File: src/rtl/fetch_controller_pkg.sv
// Shared encodings for the instruction-fetch controller.
package fetch_controller_pkg;

  localparam int FETCH_ST_WIDTH = 2;

  typedef enum logic [FETCH_ST_WIDTH-1:0] {
    FETCH_ST_IDLE  = 2'd0,
    FETCH_ST_FETCH = 2'd1,
    FETCH_ST_DRAIN = 2'd2,
    FETCH_ST_VALID = 2'd3
  } fetch_state_e;

endpackage

File: src/rtl/fetch_controller_adder.sv
// Plain modulo-2^W adder used for the PC increment.
module fetch_controller_adder #(
  parameter int W = 32
) (
  input  logic [W-1:0] a,
  input  logic [W-1:0] b,
  output logic [W-1:0] sum
);

  assign sum = a + b;

endmodule

File: src/rtl/fetch_controller.sv
// Instruction fetch sequencer: owns the fetch PC, talks to a multi-cycle imem
// over req/ready and presents one instruction at a time to IF/ID.
//
// state | meaning
// IDLE  | one idle cycle after reset, no request
// FETCH | request outstanding for fetch_pc, data will be kept
// DRAIN | request outstanding for a squashed address, data will be dropped
// VALID | instruction presented to IF/ID, waiting to be consumed
module fetch_controller
  import fetch_controller_pkg::*;
#(
  parameter int                    WORD_WIDTH = 32,
  parameter logic [WORD_WIDTH-1:0] PC_INC     = 1,
  parameter logic [WORD_WIDTH-1:0] RESET_PC   = 0,
  parameter int                    MAX_WAIT   = 15
) (
  input  logic                  clk,
  input  logic                  rst,
  input  logic                  Freeze,
  input  logic                  Branch_Taken,
  input  logic [WORD_WIDTH-1:0] Branch_Address,
  output logic                  imem_req,
  output logic [WORD_WIDTH-1:0] imem_addr,
  input  logic                  imem_ready,
  input  logic [WORD_WIDTH-1:0] imem_rdata,
  output logic [WORD_WIDTH-1:0] instruction,
  output logic                  instr_valid,
  output logic [WORD_WIDTH-1:0] PC_Stage_out,
  output logic                  imem_timeout
);

  localparam int                WAIT_W   = (MAX_WAIT < 1) ? 1 : $clog2(MAX_WAIT + 1);
  localparam logic [WAIT_W-1:0] WAIT_MAX = WAIT_W'(MAX_WAIT);

  fetch_state_e          state, state_nxt;
  logic [WORD_WIDTH-1:0] fetch_pc, fetch_pc_nxt;
  logic [WORD_WIDTH-1:0] pend_target, pend_target_nxt;
  logic [WORD_WIDTH-1:0] instruction_nxt, pc_stage_nxt, pc_plus;
  logic [WAIT_W-1:0]     wait_cnt, wait_cnt_nxt;
  logic                  timeout_nxt;
  logic                  transfer;

  fetch_controller_adder #(.W(WORD_WIDTH)) u_pc_adder (
    .a   (fetch_pc),
    .b   (PC_INC),
    .sum (pc_plus)
  );

  assign imem_req    = (state == FETCH_ST_FETCH) || (state == FETCH_ST_DRAIN);
  assign imem_addr   = fetch_pc;
  assign instr_valid = (state == FETCH_ST_VALID);
  assign transfer    = imem_req && imem_ready;

  always_ff @(posedge clk or posedge rst) begin
    if (rst) begin
      state        <= FETCH_ST_IDLE;
      fetch_pc     <= RESET_PC;
      pend_target  <= '0;
      instruction  <= '0;
      PC_Stage_out <= '0;
      wait_cnt     <= '0;
      imem_timeout <= 1'b0;
    end else begin
      state        <= state_nxt;
      fetch_pc     <= fetch_pc_nxt;
      pend_target  <= pend_target_nxt;
      instruction  <= instruction_nxt;
      PC_Stage_out <= pc_stage_nxt;
      wait_cnt     <= wait_cnt_nxt;
      imem_timeout <= timeout_nxt;
    end
  end

  always_comb begin
    state_nxt       = state;
    fetch_pc_nxt    = fetch_pc;
    pend_target_nxt = pend_target;
    instruction_nxt = instruction;
    pc_stage_nxt    = PC_Stage_out;

    unique case (state)
      FETCH_ST_IDLE: begin
        if (Branch_Taken) fetch_pc_nxt = Branch_Address;
        state_nxt = FETCH_ST_FETCH;
      end
      FETCH_ST_FETCH: begin
        if (Branch_Taken && imem_ready) begin
          fetch_pc_nxt = Branch_Address;
        end else if (Branch_Taken) begin
          pend_target_nxt = Branch_Address;
          state_nxt       = FETCH_ST_DRAIN;
        end else if (imem_ready) begin
          instruction_nxt = imem_rdata;
          pc_stage_nxt    = pc_plus;
          fetch_pc_nxt    = pc_plus;
          state_nxt       = FETCH_ST_VALID;
        end
      end
      FETCH_ST_DRAIN: begin
        // Latest redirect wins, including one arriving with the drained data.
        if (Branch_Taken) pend_target_nxt = Branch_Address;
        if (imem_ready) begin
          fetch_pc_nxt = Branch_Taken ? Branch_Address : pend_target;
          state_nxt    = FETCH_ST_FETCH;
        end
      end
      FETCH_ST_VALID: begin
        if (Branch_Taken) begin
          fetch_pc_nxt = Branch_Address;
          state_nxt    = FETCH_ST_FETCH;
        end else if (!Freeze) begin
          state_nxt = FETCH_ST_FETCH;
        end
      end
      default: state_nxt = FETCH_ST_IDLE;
    endcase
  end

  always_comb begin
    wait_cnt_nxt = wait_cnt;
    timeout_nxt  = imem_timeout;
    if (transfer) begin
      wait_cnt_nxt = '0;
    end else if (imem_req) begin
      if (wait_cnt < WAIT_MAX) wait_cnt_nxt = wait_cnt + 1'b1;
      if (wait_cnt_nxt == WAIT_MAX) timeout_nxt = 1'b1;
    end
  end

endmodule

File: config.mk
export PLATFORM = sky130hd
export DESIGN_NAME = fetch_controller
export DESIGN_NICKNAME = d
export VERILOG_FILES = /design/src/rtl/fetch_controller_pkg.sv /design/src/rtl/fetch_controller_adder.sv /design/src/rtl/fetch_controller.sv
export SDC_FILE = /design/constraint.sdc
export NUM_CORES = 1
export LEC_CHECK = 0
export CORE_MARGIN = 2
export CORE_UTILIZATION = 30
export DETAILED_ROUTE_END_ITERATION = 7
export SETUP_SLACK_MARGIN = 0.1
export SLEW_MARGIN = 40
export SYNTH_ARGS = -nofsm -noshare
export SYNTH_HDL_FRONTEND = slang
export SYNTH_SLANG_ARGS = --single-unit
File: constraint.sdc
create_clock -name clk -period 5.08 [get_ports clk]
set_clock_uncertainty 0.05 [all_clocks]
set_input_delay 1.016 -clock clk [delete_from_list [all_inputs] [get_ports clk]]
set_output_delay 1.016 -clock clk [all_outputs]
set_load 0.03 [all_outputs]
==> reports/metrics.yaml <==
status: "finished clean"
routed_via_density: 5.14
drc: 0
cts_tree: "built"
hp-class: "reg2reg"
io_buffers: 167
period_share_pct: 67.2
syn_nets: 736
p_per_area_nw_per_um2: 665
root_buffer: "clkbuf_16"
holdWs_ns: 0.412
grt_pass1_wl_mm: 30.9
dieArea_um2: 24100
ys_types: 55
dp_hpwl_mm: 14.0
synth_edf_count: 0
clock_sink_count: 135
htreeDepth: 4
first_pass_iters: 5
cp-end-kind: "output port"
vdd_drop_max_uv: 304
max_stage_delay_ns: 0.73
rrSetupSlack_ns: 2.13
syn2layout_area_growth_pct: 36.2
postCtsResizedCells: 0
rows: 55
synth_top_family_by_area: "simple AND/OR/NAND/NOR gates"
start_util_pct: 30.5
path_cells: "inv_1 > ha_1 > inv_1 > clkdlybuf4s50_1"
synth-xor-area-share_pct: 3.83
synth_area_um2: 6850
worstSkewPairLatency_ns: 0.42
avgSynthCellArea_um2: 10.4
synth_compound_area_share_pct: 15.0
cts_buffer_depth: 2
cap_viol_max_count: 0
arrival_ns: 2.35
die_w_um: 155
hold_buffers: 0
required_ns: 4.01
nets: 884
antenna_found_initial: 0
gp_congestion: 0.831
wl_mm: 19.4
syn_inst: 662
path_delay_family: "buffers and inverters"
slowest_stage: "clkdlybuf4s50_1"
leakage_uw: 0.00377
die_h_um: 155
tightest_slew_ns: 0.768
n_antenna_cell: 0
overflow: 0
drt-initial-drc-count: 345
ys_seq_area_share_pct: 49.3
ys_ff_latch: 135
grt_pass1_vias: 5535
synth_mux_area_share_pct: 10.7
post_cts_buffers: 0
async_reset_ff_share_pct: 100
ios: 168
routedWlPerCell_um: 17.5
core-area_um2: 22500
ant_nets: 0
grt_max_degree: 96
path_max_fanout: 13
drive_gt1_share_pct: 14.5
start_kind: "flop"
grt_usage_pct: 16.3
synth-main-ff-cell: "dfrtp_1"
ys_warn_count: 0
setup_viol: 0
synthSimpleGateAreaFrac_pct: 16.6
path_buf_inv: 3
crit_top_cell: "inv_1"
hold_viol: 0
path_clk_slew_ns: 0.06
rsz0062_at_grt: "no"
fmax_mhz: 293
maxSlewHeadroom_pct: 48.6
cts_inserted_buffers: 17
setup_tns_ns: 0
yosys.area_share.adder_pct: 0.913
slew_violations: 0
num_vias: 5695
path_class: "reg2out"
min_period_ns: 3.41
## layout by cell type, fill, tap and decap left out, drive strengths merged, types with 6 or more instances in the layout
| cell | netlist | layout |
|---|---|---|
| a211o | 6 | 6 |
| a21oi | 20 | 20 |
| a22oi | 14 | 14 |
| a32oi | 14 | 14 |
| and2 | 6 | 6 |
| and3 | 7 | 7 |
| buf | 23 | 9 |
| clkbuf | 24 | 20 |
| clkdlybuf4s50 | 0 | 167 |
| dfrtp | 135 | 135 |
| inv | 8 | 9 |
| mux2 | 65 | 65 |
| nand2 | 84 | 84 |
| nand2b | 19 | 19 |
| nand3 | 37 | 37 |
| nand4 | 19 | 19 |
| nor2 | 18 | 18 |
| nor3 | 9 | 9 |
| o21ai | 54 | 54 |
| o311ai | 12 | 12 |
| or3 | 8 | 8 |
| xnor2 | 7 | 7 |
| xor2 | 23 | 23 |
## flip-flops by register name (all words and copies together) (netlist names)
register and cells:
PC_Stage_out 32, imem_addr 32, instruction 32, pend_target 32
wait_cnt 4, state 2, imem_timeout 1
## worst register-to-register path, stage by stage, from the launching register on
cell     delay, ns
dfrtp_1       0.41
inv_1         0.07
ha_1          0.49
nor2b_1       0.49
nand3_1       0.41
buf_4         0.36
or4_1         0.52
nand3_1       0.09
## final cells by class
type	count	area, um^2
Clock buffer	20	467
Clock inverter	11	100
Fill cell	2168	13200
Inverter	8	37.5
Multi-Input combinational cell	472	3260
Sequential cell	135	3380
Tap cell	285	357
Timing Repair Buffer	176	1740
## routing by layer
layer,global-route usage [%],wire length (um),up-vias
li1,-,-,2741
met1,21.9,9110,2747
met2,25.5,8800,195
met3,4.32,1280,12
met4,5.86,225,0
met5,0,0,-
## report_power, final
part | internal, uW | switching [uW] | total, uW
Sequential | 1570 | 421 | 1990
Combinational | 1310 | 1720 | 3040
Clock | 708 | 475 | 1180
Total | 3590 | 2620 | 6210
## synth_stat cells, drive strengths merged, types with 3 or more instances
cell type / n / area, um^2
a211o: 6 / 52.6
a211oi: 3 / 22.5
a21o: 4 / 30.0
a21oi: 20 / 104
a221o: 5 / 50.1
a221oi: 3 / 26.3
a22o: 3 / 26.3
a22oi: 14 / 105
a31oi: 4 / 25.0
a32o: 3 / 30.0
a32oi: 14 / 123
and2: 6 / 37.5
and3: 7 / 43.8
and4: 3 / 26.3
buf: 23 / 129
clkbuf: 24 / 91.3
dfrtp: 135 / 3380
ha: 5 / 62.6
inv: 8 / 30.0
mux2: 65 / 732
nand2: 84 / 315
nand2b: 19 / 119
nand3: 37 / 203
nand4: 19 / 131
nor2: 18 / 67.6
nor2b: 3 / 18.8
nor3: 9 / 67.6
nor4: 3 / 25.0
o21ai: 54 / 270
o311ai: 12 / 105
or3: 8 / 50.1
xnor2: 7 / 61.3
xor2: 23 / 201
## final timing paths
path,from,endpoint,cells after the start
min in group asynchronous,rst,instruction[0]$_DFFE_PP0P_,2
setup / recovery,state[0]$_DFFE_PP0P_,imem_req,4
setup reg to reg,state[1]$_DFFE_PP0P_,imem_addr[30]$_DFFE_PP0P_,7
hold / removal,imem_timeout$_DFFE_PP0P_,imem_timeout$_DFFE_PP0P_,1
max in group asynchronous,rst,pend_target[12]$_DFFE_PP0P_,3
hold reg to reg,imem_timeout$_DFFE_PP0P_,imem_timeout$_DFFE_PP0P_,1
## cell families (layout without fill, tap and decap cells)
logic type	count (synthesis)	count (layout)
simple gates	220	220
fa+ha+maj	5	5
mux	65	65
xor+xnor	30	30
compound gates	152	152
buf+inv	55	215
flops	135	135
## stage by stage
stage	utilization (%)	power (uW)	setup slack [ns]	area, um^2	std cells
after global routing	41.5	6600	1.52	9330	1107
after global placement	38.9	5020	1.64	8740	1076
after detailed placement	39.0	5070	1.44	8770	1076
final	41.5	6210	1.67	9330	1107
after floorplan	-	3850	0.403	6850	662
after CTS	41.5	6280	1.64	9330	1107
No activity file was read; power rests on OpenSTA's default activity.
